$ cat src/rtl/alu_op_seq.sv
// ---------------------------------------------------------------------------
// alu_op_seq
//
// Sequential ALU execution stage. Sits directly after the A/B operand-select
// muxes and takes one operation at a time through a valid/ready handshake.
// Single-cycle operations register their result on the accept edge; multiply
// is an unsigned WIDTH-cycle shift-add. The result and its carry/zero flags
// are held until the downstream consumer takes them.
//
// Ports:
//   clk        rising-edge clock
//   rst        asynchronous, active-high reset
//   in_valid   operands/opcode valid
//   in_ready   stage can accept a new operation (high only in IDLE)
//   op         opcode: 000 ADD, 001 SUB, 010 AND, 011 OR, 100 XOR,
//              101 PASS_B, 110 MUL, 111 PASS_A
//   a, b       WIDTH-bit operands
//   out_valid  result/flags valid (high only in DONE)
//   out_ready  downstream accepts the result
//   result     WIDTH-bit result
//   carry      carry (ADD), borrow (SUB), high-half-nonzero (MUL), else 0
//   zero       result == 0
// ---------------------------------------------------------------------------
module alu_op_seq #(
    parameter int unsigned WIDTH = 8
) (
    input  logic             clk,
    input  logic             rst,
    input  logic             in_valid,
    output logic             in_ready,
    input  logic [2:0]       op,
    input  logic [WIDTH-1:0] a,
    input  logic [WIDTH-1:0] b,
    output logic             out_valid,
    input  logic             out_ready,
    output logic [WIDTH-1:0] result,
    output logic             carry,
    output logic             zero
);

    // Step counter must hold 0..WIDTH-1.
    localparam int unsigned CW = (WIDTH > 2) ? $clog2(WIDTH) : 1;

    localparam logic [1:0] ST_IDLE = 2'b00;
    localparam logic [1:0] ST_BUSY = 2'b01;
    localparam logic [1:0] ST_DONE = 2'b10;

    localparam logic [2:0] OP_ADD   = 3'b000;
    localparam logic [2:0] OP_SUB   = 3'b001;
    localparam logic [2:0] OP_AND   = 3'b010;
    localparam logic [2:0] OP_OR    = 3'b011;
    localparam logic [2:0] OP_XOR   = 3'b100;
    localparam logic [2:0] OP_PASSB = 3'b101;
    localparam logic [2:0] OP_MUL   = 3'b110;
    localparam logic [2:0] OP_PASSA = 3'b111;

    localparam logic [CW-1:0] LAST_STEP = CW'(WIDTH - 1);

    logic [1:0]         state_q, state_d;
    logic [2*WIDTH-1:0] mcand_q, mcand_d;
    logic [WIDTH-1:0]   mplier_q, mplier_d;
    logic [2*WIDTH-1:0] acc_q, acc_d;
    logic [CW-1:0]      step_q, step_d;
    logic [WIDTH-1:0]   result_q, result_d;
    logic               carry_q, carry_d;
    logic               zero_q, zero_d;

    logic               accept;
    logic [WIDTH:0]     sum_ext;
    logic [WIDTH:0]     diff_ext;
    logic [WIDTH-1:0]   alu_result;
    logic               alu_carry;
    logic [2*WIDTH-1:0] acc_step;
    logic               last_step;

    assign in_ready  = (state_q == ST_IDLE);
    assign out_valid = (state_q == ST_DONE);
    assign result    = result_q;
    assign carry     = carry_q;
    assign zero      = zero_q;

    assign accept = in_valid && in_ready;

    // ------------------------------------------------------------------
    // Single-cycle datapath
    // ------------------------------------------------------------------
    // One extra bit on each side exposes carry-out / borrow directly.
    assign sum_ext  = {1'b0, a} + {1'b0, b};
    assign diff_ext = {1'b0, a} - {1'b0, b};

    always_comb begin
        alu_result = '0;
        alu_carry  = 1'b0;
        case (op)
            OP_ADD: begin
                alu_result = sum_ext[WIDTH-1:0];
                alu_carry  = sum_ext[WIDTH];
            end
            OP_SUB: begin
                alu_result = diff_ext[WIDTH-1:0];
                alu_carry  = diff_ext[WIDTH];
            end
            OP_AND:   alu_result = a & b;
            OP_OR:    alu_result = a | b;
            OP_XOR:   alu_result = a ^ b;
            OP_PASSB: alu_result = b;
            OP_PASSA: alu_result = a;
            // MUL never takes this path; it goes through the shift-add engine.
            default: begin
                alu_result = '0;
                alu_carry  = 1'b0;
            end
        endcase
    end

    // ------------------------------------------------------------------
    // Shift-add multiplier step
    // ------------------------------------------------------------------
    assign acc_step  = acc_q + (mplier_q[0] ? mcand_q : '0);
    assign last_step = (step_q == LAST_STEP);

    // ------------------------------------------------------------------
    // Next-state logic
    // ------------------------------------------------------------------
    always_comb begin
        state_d  = state_q;
        mcand_d  = mcand_q;
        mplier_d = mplier_q;
        acc_d    = acc_q;
        step_d   = step_q;
        result_d = result_q;
        carry_d  = carry_q;
        zero_d   = zero_q;

        case (state_q)
            ST_IDLE: begin
                if (accept) begin
                    if (op == OP_MUL) begin
                        state_d  = ST_BUSY;
                        mcand_d  = {{WIDTH{1'b0}}, a};
                        mplier_d = b;
                        acc_d    = '0;
                        step_d   = '0;
                    end else begin
                        state_d  = ST_DONE;
                        result_d = alu_result;
                        carry_d  = alu_carry;
                        zero_d   = (alu_result == '0);
                    end
                end
            end

            ST_BUSY: begin
                acc_d    = acc_step;
                mcand_d  = mcand_q << 1;
                mplier_d = mplier_q >> 1;
                step_d   = step_q + CW'(1);
                // Always WIDTH steps, even when the multiplier runs out early.
                if (last_step) begin
                    state_d  = ST_DONE;
                    result_d = acc_step[WIDTH-1:0];
                    carry_d  = |acc_step[2*WIDTH-1:WIDTH];
                    zero_d   = (acc_step[WIDTH-1:0] == '0);
                end
            end

            ST_DONE: begin
                if (out_ready) begin
                    state_d = ST_IDLE;
                end
            end

            // Unused encoding: recover to a safe idle.
            default: begin
                state_d = ST_IDLE;
            end
        endcase
    end

    // ------------------------------------------------------------------
    // State registers
    // ------------------------------------------------------------------
    always_ff @(posedge clk or posedge rst) begin
        if (rst) begin
            state_q  <= ST_IDLE;
            mcand_q  <= '0;
            mplier_q <= '0;
            acc_q    <= '0;
            step_q   <= '0;
            result_q <= '0;
            carry_q  <= 1'b0;
            zero_q   <= 1'b0;
        end else begin
            state_q  <= state_d;
            mcand_q  <= mcand_d;
            mplier_q <= mplier_d;
            acc_q    <= acc_d;
            step_q   <= step_d;
            result_q <= result_d;
            carry_q  <= carry_d;
            zero_q   <= zero_d;
        end
    end

endmodule

$ cat config.mk
export PLATFORM = sky130hd
export DESIGN_NAME = alu_op_seq
export DESIGN_NICKNAME = d
export VERILOG_FILES = /design/src/rtl/alu_op_seq.sv
export SDC_FILE = /design/constraint.sdc
export NUM_CORES = 1
export LEC_CHECK = 0
export ABC_AREA = 1
export BUFFER_PORTS_ARGS = -buffer_cell sky130_fd_sc_hd__buf_2
export CAP_MARGIN = 20
export CORE_MARGIN = 5
export CORE_UTILIZATION = 40
export CTS_CLUSTER_DIAMETER = 40
export DETAILED_ROUTE_END_ITERATION = 12
export MAX_ROUTING_LAYER = met4
export PLACE_DENSITY = 0.56
export SYNTH_ARGS = -nofsm -noshare
export SYNTH_HDL_FRONTEND = slang
export SYNTH_SLANG_ARGS = --single-unit
$ cat constraint.sdc
create_clock -name clk -period 3.1 [get_ports clk]
set_input_delay 0.31 -clock clk [delete_from_list [all_inputs] [get_ports clk]]
set_output_delay 0.31 -clock clk [all_outputs]
set_load 0.01 [all_outputs]
==> run summary <==
Status = complete, no violations
Area after DPL = 0.00493 sq mm
# IOs = 35
Commonest non-fill, non-tap cell in the layout = nand2_1
Final hold viol count = 0
Area of the core = 0.0114 sq mm
Crit path kind = flip-flop to flip-flop
Area growth from synthesis to layout = 8.81%
Crit path max fanout = 17
Via/cell ratio = 5.20
CTS tree = done
Antenna viol nets, final = 0
Die area = 0.0139 sq mm
Overflow after GRT = 0
CP cell instances = nand2_1 -> inv_1 -> ha_1 -> fa_1 -> nand3_1 -> nand3_1 -> nand2_1 -> nand2_1 -> a21oi_1 -> nand2_1 -> nand2_1 -> nand3_1 -> nor2_1 -> nand2_1 -> nand2_1 -> nand2_1
H-tree Lvls = 2
Row Count = 39
Post-DP HPWL = 10.1 mm
Hold slack = 0.0988 ns
FMAX = 0.383 GHz
Synth unique cells = 37
First-pass GRT wire length = 21.4 mm
Slowest cell on crit path = dfrtp_1
Clock power frac = 16.4%
Period utilisation layout = 84.2%
Internal = 1.99 mW
Initial Utilization = 40.9%
Max-slew violation count = 0
Seq/Total Area, Yosys = 29.5%
Yosys reg bits = 55
Fraction of layout cells with a size suffix above 1 = 8.69%
Fillers = 1244
WL final = 12.8 mm
Number of DRC markers in iteration 0 = 470
Clock sink count = 55
Unrepaired setup endpoints after global routing = false
Rel. slew slack = 56.2%
Synth Instances = 701
WL/cell = 14.7 um
Mean Syn Cell Area = 6.67 sq um
Reg power frac = 34.0%
Initial antenna violation count = 0
Placer Congestion = 0.909
CP most frequent cell = nand2_1
Setup TNS = 0 ns
Logic pwr share = 49.5%
Crit end category = flip-flop
Synth Warn # = 0
Minimum clock period = 2.61 ns
Diode count = 0
Die Wd = 118 um
Max Clock Skew = 0.00654 ns
Switch share = 45.3%
Crit path DAT = 2.80 ns
Critical Path RT = 3.29 ns
Setup bufs post-CTS = 0
Largest net degree at the start of global routing = 59
TritonCTS Buffers = 5
Nets = 791
Finish-stage setup viols = 0
Syn nets = 768
Slowest cell delay on critical path = 0.57 ns
Clock Tree Root = clkbuf_16
Die Y = 118 um
Reg2reg setup slack = 0.49 ns
Cell Area, Synth = 0.00467 sq mm
Final Instance Area = 0.00508 sq mm
PD cells = 717 mW/mm^2
I/O Buffers = 34
# resized after CTS = 0
CP startpoint kind = flip-flop
Clock Path Buffers = 2
Pre-Repair DR Iteration Count = 5
Worst Tran Pin Value = 0.656 ns
Max-Cap Viols = 0
Commonest cells after routing, fill and taps aside = nand2_1 (182), inv_1 (120), nor2_1 (78)
Final Util = 44.5%
Vias = 4516
Worst-path clk slew = 0.07 ns
Peak VDD IR = 0.000317 V
Cts hold-fix bufs = 0
P_leak = 2.82 nW
Number of global-route vias before repair = 4333
Hold Crit Class = input pin to asynchronous set/reset pin
Gr usage total = 19.0%
Clk_lat worst skew = 0.30 ns
DR DRC count = 0
Sw power = 1.65 mW
==> registers in the layout, summed over array words and instances, names as in the netlist <==
name,count
step_q,3
result,8
carry,1
state_q,2
zero,1
acc_q,16
mplier_q,8
mcand_q,16
==> area by class of cell <==
type	count	area, sq um	share of cell area [%]
inverter	126	473	9.30
clock buffer	6	139	2.73
timing repair buffer	38	200	3.94
tap	143	179	3.52
multi-input combinational	498	2700	53.2
sequential	55	1380	27.1
clock inverter	2	13.8	0.271
==> synth_stat cells (all sizes together) <==
| cell | instances | area share (%) |
|---|---|---|
| o21bai | 1 | 0.16 |
| inv | 126 | 10 |
| xnor2 | 1 | 0.19 |
| o21ai | 36 | 3.9 |
| xor2 | 7 | 1.3 |
| a31oi | 14 | 1.9 |
| ha | 41 | 11 |
| nand4 | 12 | 1.6 |
| o22ai | 19 | 2.5 |
| o211ai | 8 | 1.3 |
| dfrtp | 55 | 29 |
| a21oi | 26 | 2.9 |
| o221ai | 1 | 0.19 |
| or2 | 4 | 0.54 |
| nor2 | 79 | 6.4 |
| a21o | 1 | 0.16 |
| nand2 | 182 | 15 |
| and2 | 1 | 0.13 |
| nand3 | 52 | 6.1 |
| fa | 3 | 1.3 |
| nor3 | 4 | 0.54 |
| buf | 14 | 1.9 |
| nor4 | 1 | 0.13 |
| nand3b | 3 | 0.48 |
| clkbuf | 8 | 0.64 |
| o31ai | 2 | 0.62 |
==> worst max-delay path: cells and delay by family (launching register included) <==
family / cells / cell delay (ns)
and+or+nand+nor: 12 / 1.05
DFF: 1 / 0.57
buffers and inverters: 1 / 0.05
adders and majority gates: 2 / 0.63
AOI/OAI and AO/OA: 1 / 0.19
==> kinds of logic (layout without fill, tap and decap cells) <==
logic type / Yosys count / in the layout / synth area share (%)
AO/OA/AOI/OAI: 108 / 108 / 13.5
XOR/XNOR: 8 / 8 / 1.50
adder cells (fa/ha/maj): 44 / 44 / 12.3
buffers and inverters: 148 / 172 / 12.7
AND/OR/NAND/NOR: 338 / 338 / 30.5
flip-flops: 55 / 55 / 29.5
==> final timing paths <==
kind                              from     endpoint  cells after the start
max                        mplier_q[0]        carry                     16
min                                rst  mplier_q[4]                      2
max reg2reg                mplier_q[0]        carry                     16
min reg2reg                  step_q[0]    step_q[0]                      1
max in group asynchronous          rst     acc_q[1]                      3
min in group clk                  a[0]   mcand_q[0]                      3
==> power groups by stage <==
stage | Clock [mW] | Combinational, mW | Sequential, mW
floorplan | 0 | 1.35 | 1.20
global placement | 0 | 1.78 | 1.24
detailed placement | 0 | 1.80 | 1.25
CTS | 0.609 | 1.81 | 1.24
global route | 0.641 | 2.07 | 1.28
finish | 0.599 | 1.81 | 1.24
==> per-layer routing <==
layer  GRT usage, %  share of wire (%)  vias up
met4           3.94                1.0        0
li1               -                  -     2284
met2           27.9                 44      108
met3           2.59                4.4       11
met1           28.0                 51     2113
met5              -                  0        -
==> stage by stage <==
step / power, mW / worst slack [ns] / std cells
global route: 4.00 / 0.220 / 868
CTS: 3.67 / 0.480 / 868
finish: 3.64 / 0.491 / 868
global placement: 3.02 / 0.616 / 860
detailed placement: 3.05 / 0.493 / 860
floorplan: 2.55 / 0.871 / 701
Power figures use the tool's default switching activity.
